**src/rtl/fp_vector_sum_seq_if.sv**
```systemverilog
// Handshake bundle for the vector-sum sequencer: element input, adder operand/result
// channels and the final sum output, each a stb/ack pair.
interface fp_vector_sum_seq_if;
    logic [31:0] in_data;
    logic        in_stb;
    logic        in_ack;
    logic [31:0] add_a;
    logic        add_a_stb;
    logic        add_a_ack;
    logic [31:0] add_b;
    logic        add_b_stb;
    logic        add_b_ack;
    logic [31:0] add_z;
    logic        add_z_stb;
    logic        add_z_ack;
    logic [31:0] sum;
    logic        sum_stb;
    logic        sum_ack;

    modport master (
        input  in_data, in_stb,
        output in_ack,
        output add_a, add_a_stb,
        input  add_a_ack,
        output add_b, add_b_stb,
        input  add_b_ack,
        input  add_z, add_z_stb,
        output add_z_ack,
        output sum, sum_stb,
        input  sum_ack
    );

    modport slave (
        output in_data, in_stb,
        input  in_ack,
        input  add_a, add_a_stb,
        output add_a_ack,
        input  add_b, add_b_stb,
        output add_b_ack,
        output add_z, add_z_stb,
        input  add_z_ack,
        input  sum, sum_stb,
        output sum_ack
    );
endinterface

```
**src/rtl/fp_vector_sum_seq.sv**
```systemverilog
// Reduces N single-precision elements to one sum by sequencing an external adder
// in fixed order ((e0+e1)+e2)+...; all handshake outputs are registered.
module fp_vector_sum_seq #(
    parameter int N = 4
) (
    input  logic                clk,
    input  logic                rst,
    fp_vector_sum_seq_if.master bus
);
    localparam int CW = $clog2(N + 1);

    typedef enum logic [2:0] {GET_FIRST, GET_NEXT, SEND_AB, WAIT_Z, PUT_SUM} state_t;

    state_t        state, state_d;
    logic [CW-1:0] cnt, cnt_d;
    logic [31:0]   acc, acc_d;
    logic [31:0]   opb, opb_d;
    logic          a_done, a_done_d;
    logic          b_done, b_done_d;
    logic          in_ack_d, add_a_stb_d, add_b_stb_d, add_z_ack_d, sum_stb_d;
    logic [31:0]   add_a_d, add_b_d, sum_d;
    logic          a_fire, b_fire;

    assign a_fire = bus.add_a_stb && bus.add_a_ack;
    assign b_fire = bus.add_b_stb && bus.add_b_ack;

    always_comb begin
        state_d     = state;
        cnt_d       = cnt;
        acc_d       = acc;
        opb_d       = opb;
        a_done_d    = a_done;
        b_done_d    = b_done;
        in_ack_d    = 1'b0;
        add_a_stb_d = 1'b0;
        add_b_stb_d = 1'b0;
        add_z_ack_d = 1'b0;
        sum_stb_d   = 1'b0;
        add_a_d     = bus.add_a;
        add_b_d     = bus.add_b;
        sum_d       = bus.sum;
        case (state)
            GET_FIRST: begin
                in_ack_d = 1'b1;
                if (bus.in_stb && bus.in_ack) begin
                    acc_d    = bus.in_data;
                    cnt_d    = CW'(1);
                    in_ack_d = 1'b0;
                    state_d  = (N == 1) ? PUT_SUM : GET_NEXT;
                end
            end
            GET_NEXT: begin
                in_ack_d = 1'b1;
                if (bus.in_stb && bus.in_ack) begin
                    opb_d    = bus.in_data;
                    cnt_d    = cnt + CW'(1);
                    in_ack_d = 1'b0;
                    state_d  = SEND_AB;
                end
            end
            SEND_AB: begin
                // A and B complete independently; leave only once both have been taken.
                add_a_d     = acc;
                add_b_d     = opb;
                add_a_stb_d = !a_done && !a_fire;
                add_b_stb_d = !b_done && !b_fire;
                if (a_fire) a_done_d = 1'b1;
                if (b_fire) b_done_d = 1'b1;
                if ((a_done || a_fire) && (b_done || b_fire)) begin
                    a_done_d = 1'b0;
                    b_done_d = 1'b0;
                    state_d  = WAIT_Z;
                end
            end
            WAIT_Z: begin
                add_z_ack_d = 1'b1;
                if (bus.add_z_stb && bus.add_z_ack) begin
                    acc_d       = bus.add_z;
                    add_z_ack_d = 1'b0;
                    state_d     = (cnt == CW'(N)) ? PUT_SUM : GET_NEXT;
                end
            end
            PUT_SUM: begin
                sum_d     = acc;
                sum_stb_d = 1'b1;
                if (bus.sum_stb && bus.sum_ack) begin
                    sum_stb_d = 1'b0;
                    cnt_d     = '0;
                    state_d   = GET_FIRST;
                end
            end
            default: state_d = GET_FIRST;
        endcase
    end

    always_ff @(posedge clk or negedge rst) begin
        if (!rst) begin
            state         <= GET_FIRST;
            cnt           <= '0;
            acc           <= '0;
            opb           <= '0;
            a_done        <= 1'b0;
            b_done        <= 1'b0;
            bus.in_ack    <= 1'b0;
            bus.add_a     <= '0;
            bus.add_a_stb <= 1'b0;
            bus.add_b     <= '0;
            bus.add_b_stb <= 1'b0;
            bus.add_z_ack <= 1'b0;
            bus.sum       <= '0;
            bus.sum_stb   <= 1'b0;
        end else begin
            state         <= state_d;
            cnt           <= cnt_d;
            acc           <= acc_d;
            opb           <= opb_d;
            a_done        <= a_done_d;
            b_done        <= b_done_d;
            bus.in_ack    <= in_ack_d;
            bus.add_a     <= add_a_d;
            bus.add_a_stb <= add_a_stb_d;
            bus.add_b     <= add_b_d;
            bus.add_b_stb <= add_b_stb_d;
            bus.add_z_ack <= add_z_ack_d;
            bus.sum       <= sum_d;
            bus.sum_stb   <= sum_stb_d;
        end
    end
endmodule

```
**src/flat_wrapper.sv**
```systemverilog
// flat-port wrapper written by rule: the top's interface ports become plain ports
module fp_vector_sum_seq_flat 
#(
    parameter int N = 4
)
  (clk, rst, bus_in_data, bus_in_stb, bus_in_ack, bus_add_a, bus_add_a_stb, bus_add_a_ack, bus_add_b, bus_add_b_stb, bus_add_b_ack, bus_add_z, bus_add_z_stb, bus_add_z_ack, bus_sum, bus_sum_stb, bus_sum_ack);
  fp_vector_sum_seq_if bus_i ();
  input  logic clk;
  input  logic rst;
  input wire logic [$bits(bus_i.in_data)-1:0] bus_in_data;
  input wire logic [$bits(bus_i.in_stb)-1:0] bus_in_stb;
  output wire logic [$bits(bus_i.in_ack)-1:0] bus_in_ack;
  output wire logic [$bits(bus_i.add_a)-1:0] bus_add_a;
  output wire logic [$bits(bus_i.add_a_stb)-1:0] bus_add_a_stb;
  input wire logic [$bits(bus_i.add_a_ack)-1:0] bus_add_a_ack;
  output wire logic [$bits(bus_i.add_b)-1:0] bus_add_b;
  output wire logic [$bits(bus_i.add_b_stb)-1:0] bus_add_b_stb;
  input wire logic [$bits(bus_i.add_b_ack)-1:0] bus_add_b_ack;
  input wire logic [$bits(bus_i.add_z)-1:0] bus_add_z;
  input wire logic [$bits(bus_i.add_z_stb)-1:0] bus_add_z_stb;
  output wire logic [$bits(bus_i.add_z_ack)-1:0] bus_add_z_ack;
  output wire logic [$bits(bus_i.sum)-1:0] bus_sum;
  output wire logic [$bits(bus_i.sum_stb)-1:0] bus_sum_stb;
  input wire logic [$bits(bus_i.sum_ack)-1:0] bus_sum_ack;
  assign bus_i.in_data = bus_in_data;
  assign bus_i.in_stb = bus_in_stb;
  assign bus_in_ack = bus_i.in_ack;
  assign bus_add_a = bus_i.add_a;
  assign bus_add_a_stb = bus_i.add_a_stb;
  assign bus_i.add_a_ack = bus_add_a_ack;
  assign bus_add_b = bus_i.add_b;
  assign bus_add_b_stb = bus_i.add_b_stb;
  assign bus_i.add_b_ack = bus_add_b_ack;
  assign bus_i.add_z = bus_add_z;
  assign bus_i.add_z_stb = bus_add_z_stb;
  assign bus_add_z_ack = bus_i.add_z_ack;
  assign bus_sum = bus_i.sum;
  assign bus_sum_stb = bus_i.sum_stb;
  assign bus_i.sum_ack = bus_sum_ack;
  fp_vector_sum_seq #(.N(N)) u_core (.clk(clk), .rst(rst), .bus(bus_i));
endmodule
```
**config.mk**
```make
export PLATFORM = sky130hd
export DESIGN_NAME = fp_vector_sum_seq_flat
export DESIGN_NICKNAME = d
export VERILOG_FILES = /design/src/rtl/fp_vector_sum_seq_if.sv /design/src/rtl/fp_vector_sum_seq.sv /design/src/flat_wrapper.sv
export SDC_FILE = /design/constraint.sdc
export NUM_CORES = 1
export LEC_CHECK = 0
export CAP_MARGIN = 15
export CORE_UTILIZATION = 53
export DETAILED_ROUTE_END_ITERATION = 8
export MAX_ROUTING_LAYER = met4
export PLACE_DENSITY_LB_ADDON = 0.3
export SYNTH_ARGS = -nofsm -noshare
export SYNTH_HDL_FRONTEND = slang
export SYNTH_SLANG_ARGS = --single-unit
```
**constraint.sdc**
```tcl
create_clock -name clk -period 3.1 [get_ports clk]
set_input_delay 0.62 -clock clk [delete_from_list [all_inputs] [get_ports clk]]
set_output_delay 0.62 -clock clk [all_outputs]
set_load 0.02 [all_outputs]
```
==> impl_results.md, run 1 <==
* Status: complete, no violations
* Setup ws final at 0.839 ns
* Final Net Count at 726
* Gate power share at 41.1%
* Vias at 4492
* Setup TNS at 0 ns
* Crit path max fanout at 18
* H-tree levels at 4
* Power density over the cells at 1060 nW/um^2
* LEAKAGE at 0.00384 uW
* Clock Path Buffers at 2
* DR iter-0 viols at 284
* Post-CTS Setup Repair Bufs at 0
* Max incr delay on CP at 0.66 ns
* Crit-path slowest cell: and3b_2
* Slew headroom at 58.0%
* Max Cap Viol at 0
* Worst Setup Start Kind: flop
* Routed vias/inst at 5.39
* Post-Place Worst Slack at 0.846 ns
* Drt drc at 0
* Layout area overhead at 35.3%
* Final setup viols at 0
* I/O pin total at 172
* Num Clock Sinks at 173
* Worst slew pin tran at 0.629 ns
* Post_cts resized at 0
* Ant diodes at 0
* TritonCTS Buffers at 17
* Critical path type: reg -> reg
* Fin crit share at 72.9%
* Synth unique cells at 31
* Post-synth EDFFs at 0
* TritonRoute pass-1 iters at 4
* Antenna violations before repair at 0
* Die height at 116 um
* Synth Area per Inst at 14.4 um^2
* Port Buffers at 171
* Part of the power in registers at 39.9%
* Starting Density at 54.4%
* Switching fraction of total power at 34.0%
* Root buf cell: clkbuf_16
* Wirelength per Cell at 18.2 um
* Unrepaired setup endpoints after global routing: no
* Fin crit period at 2.26 ns
* RD Place Congestion at 0.829
* # hold bufs at CTS at 0
* Final HPWL DP at 10.3 mm
* GRT Total Usage at 24.8%
* Worst reg2reg path depth at 4
* CP endpoint kind: flop
* Final hold vios at 0
* Synth Instances at 478
* Row count at 41
* Core area at 12600 um^2
* Layout cells sized above 1 at 24.8%
* Final WL at 15.1 mm
* Worst path arrival time at 2.54 ns
* DIE WIDTH at 116 um
* Synth Register Bits at 173
* Ys async rst share at 100%
* Dominant synthesized flop cell: dfrtp_1
* Synth Net Count at 551
* Fmax at 442 MHz
* Clock latency on the worst-skew pair at 0.42 ns
* Worst endpoint required time at 3.38 ns
* Clock-pin slew on the worst setup and hold paths at 0.06 ns
* Clock power frac at 18.9%
* Gr ovfl total at 0
* Internal Pwr Total at 6490 uW
* First-pass GRT wire length at 24.0 mm
* Detail Route Antenna Nets at 0
* Largest net degree at the start of global routing at 75
* Most frequent cells in the layout: dfrtp_1 (173), clkdlybuf4s50_1 (170), mux2_2 (124)
* Ys Warns at 0
* Crit-path cells: and3b_2, buf_4, mux2i_1, a21oi_1
* Sequential share of the synthesized area at 63.1%
* CTS tree: done
* Die ar. at 13400 um^2
* Sw Pwr at 3350 uW
* Final worst clock skew at 0.00547 ns
* Worst Hold Class: in -> async
* Slew Viols, Final at 0
* Vias in the first global route at 4728
* Syn Std Cell Area at 6860 um^2
* Commonest non-fill, non-tap cell in the layout: dfrtp_1
* Peak VDD IR at 0.000560 V
-- final timing paths --
| path | end | slack [ns] | start |
|---|---|---|---|
| max in group asynchronous | u_core.bus.add_b[23]$_DFFE_PN0P_ | 2.07 | rst |
| hold reg to reg | u_core.bus.add_b[26]$_DFFE_PN0P_ | 0.49 | u_core.bus.add_b[26]$_DFFE_PN0P_ |
| setup / recovery | u_core.acc[13]$_DFFE_PN0P_ | 0.84 | u_core.state[0]$_DFFE_PN0P_ |
| min in group clk | u_core.bus.add_b[26]$_DFFE_PN0P_ | 0.49 | u_core.bus.add_b[26]$_DFFE_PN0P_ |
| setup reg to reg | u_core.acc[13]$_DFFE_PN0P_ | 0.84 | u_core.state[0]$_DFFE_PN0P_ |
| hold / removal | u_core.acc[2]$_DFFE_PN0P_ | 0.19 | rst |
-- final cells by class --
class | count | area (um^2)
flip-flops and latches | 173 | 4330
fillers | 857 | 3330
multi-input cells | 270 | 2380
repair buffers | 182 | 1820
clock buffers | 26 | 499
well taps | 172 | 215
inverters | 9 | 33.8
clock inverters | 2 | 10.0
-- registers in the layout (all words and copies together), names as in the netlist --
signal                cells
u_core.bus.sum           32
u_core.bus.sum_stb        1
u_core.bus.add_b_stb      1
u_core.bus.add_a_stb      1
u_core.cnt                3
u_core.bus.add_b         32
u_core.bus.add_z_ack      1
u_core.state              3
u_core.acc               32
u_core.b_done             1
u_core.bus.add_a         32
u_core.a_done             1
u_core.bus.in_ack         1
u_core.opb               32
-- Yosys cell counts, types with 2 or more instances --
cell | number | area, um^2
mux2i_1 | 32 | 320
mux2_1 | 5 | 56.3
ha_1 | 2 | 25.0
inv_1 | 9 | 33.8
o31ai_1 | 2 | 15.0
nand4_1 | 2 | 12.5
nor2_1 | 33 | 124
a21oi_1 | 35 | 175
o21ai_0 | 3 | 15.0
nand2_1 | 13 | 48.8
o22ai_1 | 2 | 12.5
nand3b_1 | 2 | 15.0
mux2_2 | 124 | 1400
dfrtp_1 | 173 | 4330
buf_2 | 25 | 125
-- worst max-delay path, delay by kind of cell (launching register included) --
kind            cells  cell delay, ns
flops               1            0.63
buf+inv             1            0.45
simple gates        1            0.66
compound gates      1            0.10
mux                 1            0.28
-- per-stage QoR --
stage	cell area [um^2]	util, %	std cells	total power, uW	hold WS [ns]
2_1_floorplan	6860	-	478	6210	0.324
6_report	9290	73.6	834	9840	0.185
3_3_place_gp	8780	69.6	806	7810	0.467
3_5_place_dp	8780	69.6	806	8010	0.478
4_1_cts	9290	73.6	834	9930	0.206
5_1_grt	9290	73.6	834	10400	0.228
-- power groups by stage --
stage	sequential [uW]	clock, uW	combinational [uW]
floorplan	4450	0	1750
global placement	3870	0	3930
detailed placement	3940	0	4070
CTS	3930	1900	4100
global route	4060	2010	4320
finish	3930	1860	4050
-- metal layers --
| layer | part of all wire [%] | track usage [%] | wire length (um) | vias up |
|---|---|---|---|---|
| met2 | 50 | 39.7 | 7610 | 134 |
| met3 | 5.5 | 6.38 | 827 | 21 |
| met1 | 43 | 30.8 | 6510 | 2312 |
| met4 | 1.3 | 8.63 | 200 | 0 |
| met5 | 0 | - | 0 | - |
| li1 | - | - | - | 2025 |
-- logic make-up (layout without fill, tap and decap cells) --
group	after synthesis	count (layout)	synth area share, %
fa+ha+maj	2	2	0.365
mux	161	161	25.8
compound gates	48	48	4.16
simple gates	59	59	4.16
flops	173	173	63.1
buf+inv	35	219	2.42
Power figures use the tool's default switching activity.
==> run 2: changes to the inputs <==
--- a/config.mk
+++ b/config.mk
@@ -6,7 +6,7 @@
 export NUM_CORES = 1
 export LEC_CHECK = 0
 export CAP_MARGIN = 15
-export CORE_UTILIZATION = 53
+export CORE_UTILIZATION = 44
 export DETAILED_ROUTE_END_ITERATION = 8
 export MAX_ROUTING_LAYER = met4
 export PLACE_DENSITY_LB_ADDON = 0.3
==> constraint.sdc (replaced) <==
create_clock -name clk -period 2 [get_ports clk]
set_input_delay 0.4 -clock clk [delete_from_list [all_inputs] [get_ports clk]]
set_output_delay 0.4 -clock clk [all_outputs]
set_load 0.02 [all_outputs]
==> run 2 against run 1 <==
Against the previous run: clock power grew 92%; largest power group unchanged; sequential share of layout area down 1.6 points; core utilization fell by 10 points; cell count rose by 3.0%; largest cell class unchanged; clock-buffer cell count decreased by 4.
==> impl_results.md, run 2 (synthesized netlist as in run 1, its figures left out) <==
* Clock-pin slew on the worst setup and hold paths at 0.06 ns
* CP bufs+invs at 1
* Critical path type: reg -> out
* Fin cells at 859
* Gr ovfl total at 0
* Status: complete, no violations
* Vias in the first global route at 4807
* Placed Area at 8960 um^2
* TritonCTS Buffers at 17
* Commonest non-fill, non-tap cell in the layout: dfrtp_1
* Crit-path cells: clkdlybuf4s50_1
* First-pass GRT wire length at 24.8 mm
* Fin crit period at 1.83 ns
* Largest net degree at the start of global routing at 49
* Final Net Count at 734
* Routed vias/inst at 5.14
* Core area at 15200 um^2
* Vias at 4412
* Detail Route Antenna Nets at 0
* CP Depth at 1
* Final WL at 15.1 mm
* Unrepaired setup endpoints after global routing: no
* Die ar. at 16100 um^2
* FF-to-FF Start: u_core.state[1]$_DFFE_PN0P_
* Clock Path Buffers at 2
* Worst reg2reg path depth at 4
* H-tree levels at 4
* Layout area overhead at 40.2%
* Hold depth at 1
* Num Clock Sinks at 173
* Row count at 45
* Drt drc at 0
* I/O pin total at 172
* DR iter-0 viols at 193
* Cells after DPL at 829
* Starting Density at 45.2%
* Slew Viols, Final at 0
* CTS tree: done
* Die height at 127 um
* TritonRoute pass-1 iters at 4
* Max Cap Viol at 0
* Setup ws final at 0.168 ns
* Worst Hold Class: reg -> reg
* Clock latency on the worst-skew pair at 0.41 ns
* Finished Cell Area at 9620 um^2
* LEAKAGE at 0.00397 uW
* Layout cells sized above 1 at 26.5%
* Final HPWL DP at 10.5 mm
* Crit path max fanout at 2
* Crit-path leading delay family: buffers and inverters
* Peak VDD IR at 0.000779 V
* Fin crit share at 91.6%
* Final hold vios at 0
* CP endpoint kind: output pin
* Layout Utilization at 63.3%
* Post-CTS Setup Repair Bufs at 0
* Power density over the cells at 1680 nW/um^2
* DIE WIDTH at 127 um
* Most frequent cells in the layout: dfrtp_1 (171), clkdlybuf4s50_1 (170), mux2_2 (124)
* Hold Crit Start: u_core.bus.add_b[28]$_DFFE_PN0P_
* Final setup viols at 0
* Max incr delay on CP at 0.66 ns
* Fmax at 546 MHz
* Antenna violations before repair at 0
* Worst path arrival time at 1.43 ns
* Crit-path slowest cell: clkdlybuf4s50_1
* Post-Place Worst Slack at -0.0198 ns
* Final worst clock skew at 0.00679 ns
* Root buf cell: clkbuf_16
* RD Place Congestion at 0.786
* Ant diodes at 0
* Worst slew pin tran at 0.477 ns
* Critical path origin: u_core.bus.add_a[28]$_DFFE_PN0P_
* Slew headroom at 68.2%
* GRT Total Usage at 20.8%
* Worst endpoint required time at 1.60 ns
* Port Buffers at 171
* Wirelength per Cell at 17.6 um
* Worst Setup Start Kind: flop
## run 2: layer usage
metal  vias up  part of all wire [%]  routed length, um  GRT usage, %
met3        15                   5.2                783          5.10
li1       2039                     -                  -             -
met2       124                    49               7490          33.4
met1      2234                    44               6650          25.8
met5         -                     0                  0             -
met4         0                   1.5                220          7.00
## run 2: through the flow
| stage | total power, uW | hold WS, ns | setup TNS [ns] |
|---|---|---|---|
| after floorplan | 9620 | 0.104 | 0 |
| after global placement | 12400 | 0.374 | 0 |
| after detailed placement | 12600 | 0.384 | -0.0198 |
| after CTS | 16300 | 0.496 | 0 |
| after global routing | 17100 | 0.510 | 0 |
| final | 16100 | 0.492 | 0 |
## run 2: report_power, final
part	total [uW]	internal [uW]	switching, uW
combinational	6490	3450	3040
clock	3580	2330	1250
sequential	6060	5110	949
total	16100	10900	5230
## run 2: layout make-up
| class | count | area, um^2 |
|---|---|---|
| Timing Repair Buffer | 190 | 2000 |
| Clock inverter | 7 | 160 |
| Clock buffer | 22 | 484 |
| Tap cell | 188 | 235 |
| Inverter | 9 | 33.8 |
| Fill cell | 1128 | 5580 |
| Multi-Input combinational cell | 270 | 2380 |
| Sequential cell | 173 | 4330 |
## run 2: worst paths after layout
| path | endpoint | slack [ns] |
|---|---|---|
| min in group asynchronous | u_core.bus.sum[3]$_DFFE_PN0P_ | 0.51 |
| min | u_core.bus.add_b[28]$_DFFE_PN0P_ | 0.49 |
| max reg2reg | u_core.bus.sum[17]$_DFFE_PN0P_ | 0.19 |
| max in group asynchronous | u_core.bus.add_b[18]$_DFFE_PN0P_ | 0.89 |
| min reg2reg | u_core.bus.add_b[28]$_DFFE_PN0P_ | 0.49 |
| max | bus_add_a[28] | 0.17 |
## run 2: what timing repair did
action                                  4_1_cts  5_1_grt
hold buffers                                  1        0
endpoints found under the setup margin        0        1
endpoints found under the hold margin        45        0
resized for setup                             0        2
